**src/rtl/gpio_regs_param.sv**
```systemverilog
// gpio_regs_param: parametrised GPIO register bank with per-pin input synchronisation,
// debounce, edge interrupts (W1C status) and atomic set/clear/toggle of the output register.
// Optional: define GPIO_LEVEL_IRQ_EN to add the LVL register (0x34) for level interrupts.
module gpio_regs_param #(
    parameter int unsigned GPIO_W      = 32,
    parameter int unsigned SYNC_STAGES = 2,
    parameter int unsigned DBNC_W      = 16
) (
    input  logic              sys_clk,
    input  logic              sys_rst,
    input  logic              gpio_we,
    input  logic [31:0]       gpio_adr,
    input  logic [31:0]       gpio_dat_i,
    output logic [31:0]       gpio_dat_o,
    output logic              gpio_inta_o,
    input  logic [GPIO_W-1:0] aux_i,
    output logic [GPIO_W-1:0] out_pad_o,
    output logic [GPIO_W-1:0] oen_padoe_o,
    input  logic [GPIO_W-1:0] in_pad_i
);

    localparam logic [31:0] AdrIn     = 32'h00;
    localparam logic [31:0] AdrOut    = 32'h04;
    localparam logic [31:0] AdrOe     = 32'h08;
    localparam logic [31:0] AdrInte   = 32'h0C;
    localparam logic [31:0] AdrPtrig  = 32'h10;
    localparam logic [31:0] AdrAux    = 32'h14;
    localparam logic [31:0] AdrCtrl   = 32'h18;
    localparam logic [31:0] AdrInts   = 32'h1C;
    localparam logic [31:0] AdrBoth   = 32'h20;
    localparam logic [31:0] AdrOutSet = 32'h24;
    localparam logic [31:0] AdrOutClr = 32'h28;
    localparam logic [31:0] AdrOutTgl = 32'h2C;
    localparam logic [31:0] AdrDbnc   = 32'h30;
`ifdef GPIO_LEVEL_IRQ_EN
    localparam logic [31:0] AdrLvl    = 32'h34;
`endif

    // Register bank
    logic [GPIO_W-1:0] out_q, out_d, oe_q, oe_d, inte_q, inte_d, ptrig_q, ptrig_d;
    logic [GPIO_W-1:0] aux_q, aux_d, both_q, both_d, ints_q, ints_d;
    logic              ctrl_inte_q, ctrl_inte_d, ctrl_ints_q, ctrl_ints_d;
    logic [DBNC_W-1:0] dbnc_q, dbnc_d;
`ifdef GPIO_LEVEL_IRQ_EN
    logic [GPIO_W-1:0] lvl_q, lvl_d;
`endif

    // Input path
    logic [GPIO_W-1:0] sync_q [SYNC_STAGES];
    logic [GPIO_W-1:0] sync_d [SYNC_STAGES];
    logic [DBNC_W-1:0] cnt_q  [GPIO_W];
    logic [DBNC_W-1:0] cnt_d  [GPIO_W];
    logic [GPIO_W-1:0] stable_q, stable_d, stable_upd;

    // Interrupt and read path
    logic [GPIO_W-1:0] edge_evt, ints_set, ints_clr, wdat;
    logic              ctrl_clr, inta_q, inta_d;
    logic [31:0]       dat_q, dat_d;

    function automatic logic [31:0] zext(input logic [GPIO_W-1:0] v);
        return 32'(v);
    endfunction

    assign wdat        = gpio_dat_i[GPIO_W-1:0];
    assign gpio_dat_o  = dat_q;
    assign gpio_inta_o = inta_q;
    assign out_pad_o   = (out_q & ~aux_q) | (aux_q & aux_i);
    assign oen_padoe_o = oe_q;

    // Synchroniser chain: stage 0 samples the raw pads
    always_comb begin
        sync_d[0] = in_pad_i;
        for (int k = 1; k < SYNC_STAGES; k++) begin
            sync_d[k] = sync_q[k-1];
        end
    end

    // Debounce: a pin must hold a new value for DBNC+1 comparisons before stable follows
    always_comb begin
        stable_d   = stable_q;
        stable_upd = '0;
        for (int i = 0; i < GPIO_W; i++) begin
            cnt_d[i] = cnt_q[i];
            if (sync_q[SYNC_STAGES-1][i] == stable_q[i]) begin
                cnt_d[i] = '0;
            end else if (cnt_q[i] == dbnc_q) begin
                stable_d[i]   = sync_q[SYNC_STAGES-1][i];
                stable_upd[i] = 1'b1;
                cnt_d[i]      = '0;
            end else begin
                cnt_d[i] = cnt_q[i] + DBNC_W'(1);
            end
        end
    end

    // Interrupt sources: edge events, optionally replaced by level matches on LVL pins
    always_comb begin
        edge_evt = stable_upd & (both_q | ~(stable_d ^ ptrig_q));
`ifdef GPIO_LEVEL_IRQ_EN
        ints_set = ((edge_evt & ~lvl_q) | (lvl_q & ~(stable_q ^ ptrig_q)))
                   & inte_q & {GPIO_W{ctrl_inte_q}};
`else
        ints_set = edge_evt & inte_q & {GPIO_W{ctrl_inte_q}};
`endif
    end

    // Register writes; sets from events take priority over W1C clears
    always_comb begin
        out_d       = out_q;
        oe_d        = oe_q;
        inte_d      = inte_q;
        ptrig_d     = ptrig_q;
        aux_d       = aux_q;
        both_d      = both_q;
        ctrl_inte_d = ctrl_inte_q;
        dbnc_d      = dbnc_q;
`ifdef GPIO_LEVEL_IRQ_EN
        lvl_d       = lvl_q;
`endif
        ints_clr    = '0;
        ctrl_clr    = 1'b0;
        if (gpio_we) begin
            case (gpio_adr)
                AdrOut:    out_d   = wdat;
                AdrOe:     oe_d    = wdat;
                AdrInte:   inte_d  = wdat;
                AdrPtrig:  ptrig_d = wdat;
                AdrAux:    aux_d   = wdat;
                AdrCtrl: begin
                    ctrl_inte_d = gpio_dat_i[0];
                    ctrl_clr    = gpio_dat_i[1];
                end
                AdrInts:   ints_clr = wdat;
                AdrBoth:   both_d   = wdat;
                AdrOutSet: out_d    = out_q | wdat;
                AdrOutClr: out_d    = out_q & ~wdat;
                AdrOutTgl: out_d    = out_q ^ wdat;
                AdrDbnc:   dbnc_d   = gpio_dat_i[DBNC_W-1:0];
`ifdef GPIO_LEVEL_IRQ_EN
                AdrLvl:    lvl_d    = wdat;
`endif
                default: ;
            endcase
        end
        ints_d      = (ints_q & ~ints_clr) | ints_set;
        ctrl_ints_d = (ctrl_ints_q & ~ctrl_clr) | inta_q;
        inta_d      = ctrl_inte_q & (|ints_q);
    end

    // Read mux, registered into gpio_dat_o
    always_comb begin
        dat_d = '0;
        case (gpio_adr)
            AdrIn:    dat_d = zext(stable_q);
            AdrOut:   dat_d = zext(out_q);
            AdrOe:    dat_d = zext(oe_q);
            AdrInte:  dat_d = zext(inte_q);
            AdrPtrig: dat_d = zext(ptrig_q);
            AdrAux:   dat_d = zext(aux_q);
            AdrCtrl:  dat_d = {30'd0, ctrl_ints_q, ctrl_inte_q};
            AdrInts:  dat_d = zext(ints_q);
            AdrBoth:  dat_d = zext(both_q);
            AdrDbnc:  dat_d = 32'(dbnc_q);
`ifdef GPIO_LEVEL_IRQ_EN
            AdrLvl:   dat_d = zext(lvl_q);
`endif
            default:  dat_d = '0;
        endcase
    end

    // State registers, all cleared by asynchronous reset
    always_ff @(posedge sys_clk or posedge sys_rst) begin
        if (sys_rst) begin
            out_q       <= '0;
            oe_q        <= '0;
            inte_q      <= '0;
            ptrig_q     <= '0;
            aux_q       <= '0;
            both_q      <= '0;
            ints_q      <= '0;
            ctrl_inte_q <= 1'b0;
            ctrl_ints_q <= 1'b0;
            dbnc_q      <= '0;
`ifdef GPIO_LEVEL_IRQ_EN
            lvl_q       <= '0;
`endif
            sync_q      <= '{default: '0};
            cnt_q       <= '{default: '0};
            stable_q    <= '0;
            inta_q      <= 1'b0;
            dat_q       <= '0;
        end else begin
            out_q       <= out_d;
            oe_q        <= oe_d;
            inte_q      <= inte_d;
            ptrig_q     <= ptrig_d;
            aux_q       <= aux_d;
            both_q      <= both_d;
            ints_q      <= ints_d;
            ctrl_inte_q <= ctrl_inte_d;
            ctrl_ints_q <= ctrl_ints_d;
            dbnc_q      <= dbnc_d;
`ifdef GPIO_LEVEL_IRQ_EN
            lvl_q       <= lvl_d;
`endif
            sync_q      <= sync_d;
            cnt_q       <= cnt_d;
            stable_q    <= stable_d;
            inta_q      <= inta_d;
            dat_q       <= dat_d;
        end
    end

endmodule
```
**config.mk**
```make
export PLATFORM = sky130hd
export DESIGN_NAME = gpio_regs_param
export DESIGN_NICKNAME = d
export VERILOG_FILES = /design/src/rtl/gpio_regs_param.sv
export SDC_FILE = /design/constraint.sdc
export NUM_CORES = 2
export LEC_CHECK = 0
export CAP_MARGIN = 20
export CELL_PAD_IN_SITES_DETAIL_PLACEMENT = 0
export CELL_PAD_IN_SITES_GLOBAL_PLACEMENT = 2
export CORE_MARGIN = 2
export CORE_UTILIZATION = 35
export CTS_CLUSTER_DIAMETER = 200
export DETAILED_ROUTE_END_ITERATION = 16
export PLACE_DENSITY_LB_ADDON = 0.1
export SYNTH_ARGS = -nofsm -noshare
export SYNTH_HDL_FRONTEND = slang
export SYNTH_SLANG_ARGS = --single-unit
```
**constraint.sdc**
```tcl
create_clock -name sys_clk -period 30.9 [get_ports sys_clk]
set_clock_uncertainty 0.05 [all_clocks]
set_input_delay 4.635 -clock sys_clk [delete_from_list [all_inputs] [get_ports sys_clk]]
set_output_delay 4.635 -clock sys_clk [all_outputs]
set_load 0.01 [all_outputs]
```
==> results.sh <==
export IMPL_root_buffer_cell="sky130_fd_sc_hd__clkbuf_16"
export IMPL_timing_hold_worst_class="reg2reg"
export IMPL_initial_util_pct=35.4
export IMPL_clk_pin_slew_worst_paths_ps=60
export IMPL_grt_overflow=0
export IMPL_synth_fp_nets=4680
export IMPL_worst_pin_slew_ps=1150
export IMPL_cts_num_sinks=883
export IMPL_slew_headroom_pct=23.4
export IMPL_worst_setup_path_start_kind="input port"
export IMPL_first_pass_iters=8
export IMPL_synth_top_cells_by_area="sky130_fd_sc_hd__dfrtp_1 47%, sky130_fd_sc_hd__xor2_1 15%, sky130_fd_sc_hd__nor2_1 5.2%, sky130_fd_sc_hd__xnor2_1 4.2%, sky130_fd_sc_hd__mux2_2 3.5%"
export IMPL_numCtsBuffers=105
export IMPL_core_rowCount=133
export IMPL_flip_flop_and_latch_count_after_synthesis=883
export IMPL_postLayoutCoreUtil_pct=41.0
export IMPL_report_final_setup_viol=0
export IMPL_post_drt_via_cell_ratio=5.23
export IMPL_stdcell_area_sq_mm=0.0541
export IMPL_groute_usage_overall_pct=23.2
export IMPL_grt_busiest_layer="met2"
export IMPL_required_ps=26220
export IMPL_hold_viol=0
export IMPL_grt_first_pass_wirelength_mm=235
export IMPL_cts_repair_resize_count=0
export IMPL_grt_antenna_before_repair=10
export IMPL_synth_edff_count=0
export IMPL_via_count_of_the_first_global_routing_pass=34400
export IMPL_fin_tns_setup_ps=0
export IMPL_status="completed"
export IMPL_synthArstFlopShare_pct=100
export IMPL_max_vdd_ir_drop_v=0.0000392
export IMPL_netlist_top_cells_count="883 x sky130_fd_sc_hd__dfrtp_1, 796 x sky130_fd_sc_hd__xor2_1, 643 x sky130_fd_sc_hd__nor2_1"
export IMPL_synth_sequential_area_ratio_pct=47.4
export IMPL_drt_wl_total_mm=158
export IMPL_finalWeightedCongestion=0.786
export IMPL_post_route_min_period_ps=10490
export IMPL_cell_with_the_most_instances_after_synthesis="sky130_fd_sc_hd__dfrtp_1"
export IMPL_syn_inst=4453
export IMPL_post_dp_hpwl_mm=99.7
export IMPL_area_leader_netlist="sky130_fd_sc_hd__dfrtp_1"
export IMPL_endpoint_kind="output port"
export IMPL_grt_start_max_net_pins=148
export IMPL_area_growth_syn_to_layout_pct=16.0
export IMPL_power_leakage_nw=25.9
export IMPL_finish_net_count=4836
export IMPL_cts_htree_levels=3
export IMPL_drive_above_1_share_pct=8.81
export IMPL_post_cts_setup_buffer_count=0
export IMPL_io_buffers=227
export IMPL_grt_use_met1_pct=33.0
export IMPL_max_freq_mhz=95.3
export IMPL_power_total_w=0.00255
export IMPL_fp_dieH_um=369
export IMPL_chipWidth_um=369
export IMPL_average_size_of_a_mapped_cell_sq_um=10.5
export IMPL_final_max_slew_violation_count=0
export IMPL_post_route_drc_count=0
export IMPL_io_pins=228
export IMPL_globalRouteMet3Util_pct=4.54
export IMPL_max_cap_viol=0
export IMPL_drtAntennaViolNets=0
export IMPL_hold_buffers=0
export IMPL_yosysUniqueCellTypes=54
export IMPL_rsz0062_at_grt="false"
export IMPL_die_area_sq_mm=0.136
export IMPL_synth_top_flop_cell="sky130_fd_sc_hd__dfrtp_1"
export IMPL_power_density_mw_per_mm2=47.2
export IMPL_ys_warnings_count=0
export IMPL_clock_insertion_delay_worst_skew_ps=710
export IMPL_drt_initial_drc_count=2371
export IMPL_fp_coreArea_sq_mm=0.132
export IMPL_post_synth_instance_area_sq_mm=0.0466
export IMPL_critPathKind="in2out"
export IMPL_max_clock_path_buffers=3
export IMPL_cts_tree="yes"
export IMPL_placedInstanceArea_sq_mm=0.0504
export IMPL_cp_arrival_ps=5800
export IMPL_period_share_pct=33.9
export IMPL_critical_path_max_fanout=1
export IMPL_avgRoutedWirePerCell_um=24.4
export IMPL_vias=33800
export IMPL_global_routing_met2_resource_utilization_pct=36.2
export IMPL_netlist_area_leader_share_pct=47.4
sequential cells by signal (all words and copies together) (netlist names), 16 cells and up:
register / flops
aux_q: 32
both_q: 32
cnt_q: 512
dbnc_q: 16
gpio_dat_o: 32
inte_q: 32
ints_q: 32
oen_padoe_o: 32
out_q: 32
ptrig_q: 32
stable_q: 32
sync_d: 32
sync_q: 32
cell families after synthesis:
group / count (synthesis) / synth area share, %
and+or+nand+nor: 1561 / 16.1
xor gates and xnor gates: 1020 / 19.2
DFF: 883 / 47.4
AOI/OAI and AO/OA: 343 / 5.65
buffers and inverters: 298 / 3.07
muxes: 252 / 5.99
adders and majority gates: 96 / 2.58
stage by stage:
step                      hold WS (ps)  worst slack [ps]  cells
after detailed placement           285             20400   6257
final                              296             20410   6456
after floorplan                    281              1400   4453
after global routing               299             20340   6456
after global placement             282             20430   6256
after CTS                          296             20400   6455
cells in the final DEF, fill, tap and decap left out, types with 16 or more instances in the layout:
cell type	n
sky130_fd_sc_hd__nor3b_1	30
sky130_fd_sc_hd__a22oi_1	54
sky130_fd_sc_hd__mux2i_1	37
sky130_fd_sc_hd__a221oi_1	44
sky130_fd_sc_hd__o2111ai_1	28
sky130_fd_sc_hd__dfrtp_4	16
sky130_fd_sc_hd__xnor2_1	224
sky130_fd_sc_hd__nor4_1	142
sky130_fd_sc_hd__mux2_2	146
sky130_fd_sc_hd__nand2_1	305
sky130_fd_sc_hd__and3_1	128
sky130_fd_sc_hd__o2bb2ai_1	32
sky130_fd_sc_hd__and4_1	32
sky130_fd_sc_hd__clkinv_2	24
sky130_fd_sc_hd__o21ai_0	65
sky130_fd_sc_hd__ha_1	96
sky130_fd_sc_hd__clkbuf_16	111
sky130_fd_sc_hd__clkdlybuf4s50_1	227
sky130_fd_sc_hd__clkbuf_8	27
sky130_fd_sc_hd__inv_1	72
sky130_fd_sc_hd__xor2_1	796
sky130_fd_sc_hd__dfrtp_1	866
sky130_fd_sc_hd__a22o_1	28
sky130_fd_sc_hd__a2bb2oi_1	32
sky130_fd_sc_hd__a222oi_1	19
sky130_fd_sc_hd__clkbuf_1	21
sky130_fd_sc_hd__a31oi_1	22
sky130_fd_sc_hd__nor2_1	642
sky130_fd_sc_hd__buf_4	45
sky130_fd_sc_hd__nand4_1	158
sky130_fd_sc_hd__nand3_1	81
sky130_fd_sc_hd__mux2_1	69
layout make-up:
| cell class | instances | area (sq um) |
|---|---|---|
| flip-flops and latches | 883 | 22200 |
| fillers | 13000 | 77700 |
| clock inverters | 39 | 417 |
| multi-input cells | 3272 | 23100 |
| diodes | 1 | 2.50 |
| well taps | 1755 | 2200 |
| clock buffers | 159 | 3230 |
| inverters | 73 | 282 |
| repair buffers | 274 | 2640 |
worst paths after layout:
path,from,to,slack (ps),cells after the start
min in group asynchronous,sys_rst,cnt_q[76]$_DFF_PP0_,4480,2
hold reg to reg,sync_d[15]$_DFF_PP0_,sync_q[15]$_DFF_PP0_,300,0
setup / recovery,aux_i[12],out_pad_o[12],20410,4
setup reg to reg,dbnc_q[10]$_DFFE_PP0P_,cnt_q[377]$_DFF_PP0_,27730,6
hold / removal,sync_d[15]$_DFF_PP0_,sync_q[15]$_DFF_PP0_,300,0
max in group asynchronous,sys_rst,dbnc_q[2]$_DFFE_PP0P_,22220,6
where the power goes:
part	internal, W	switching (W)	leakage [nW]	total (W)
Combinational	0.0000274	0.0000509	12.3	0.0000783
Sequential	0.00116	0.00000671	11.7	0.00117
Clock	0.000785	0.000519	1.81	0.00130
Total	0.00197	0.000577	25.9	0.00255
routing by layer:
metal / wire length (um) / vias to the layer above
met3: 8330 / 199
met5: 81 / -
met4: 3650 / 10
li1: - / 15600
met2: 71300 / 739
met1: 74300 / 17200
critical path, cell delays in order:
cell	delay [ps]
sky130_fd_sc_hd__clkdlybuf4s50_1	470
sky130_fd_sc_hd__nand2_1	50
sky130_fd_sc_hd__o21ai_0	80
sky130_fd_sc_hd__clkdlybuf4s50_1	570
(Power assumes the default switching activity.)
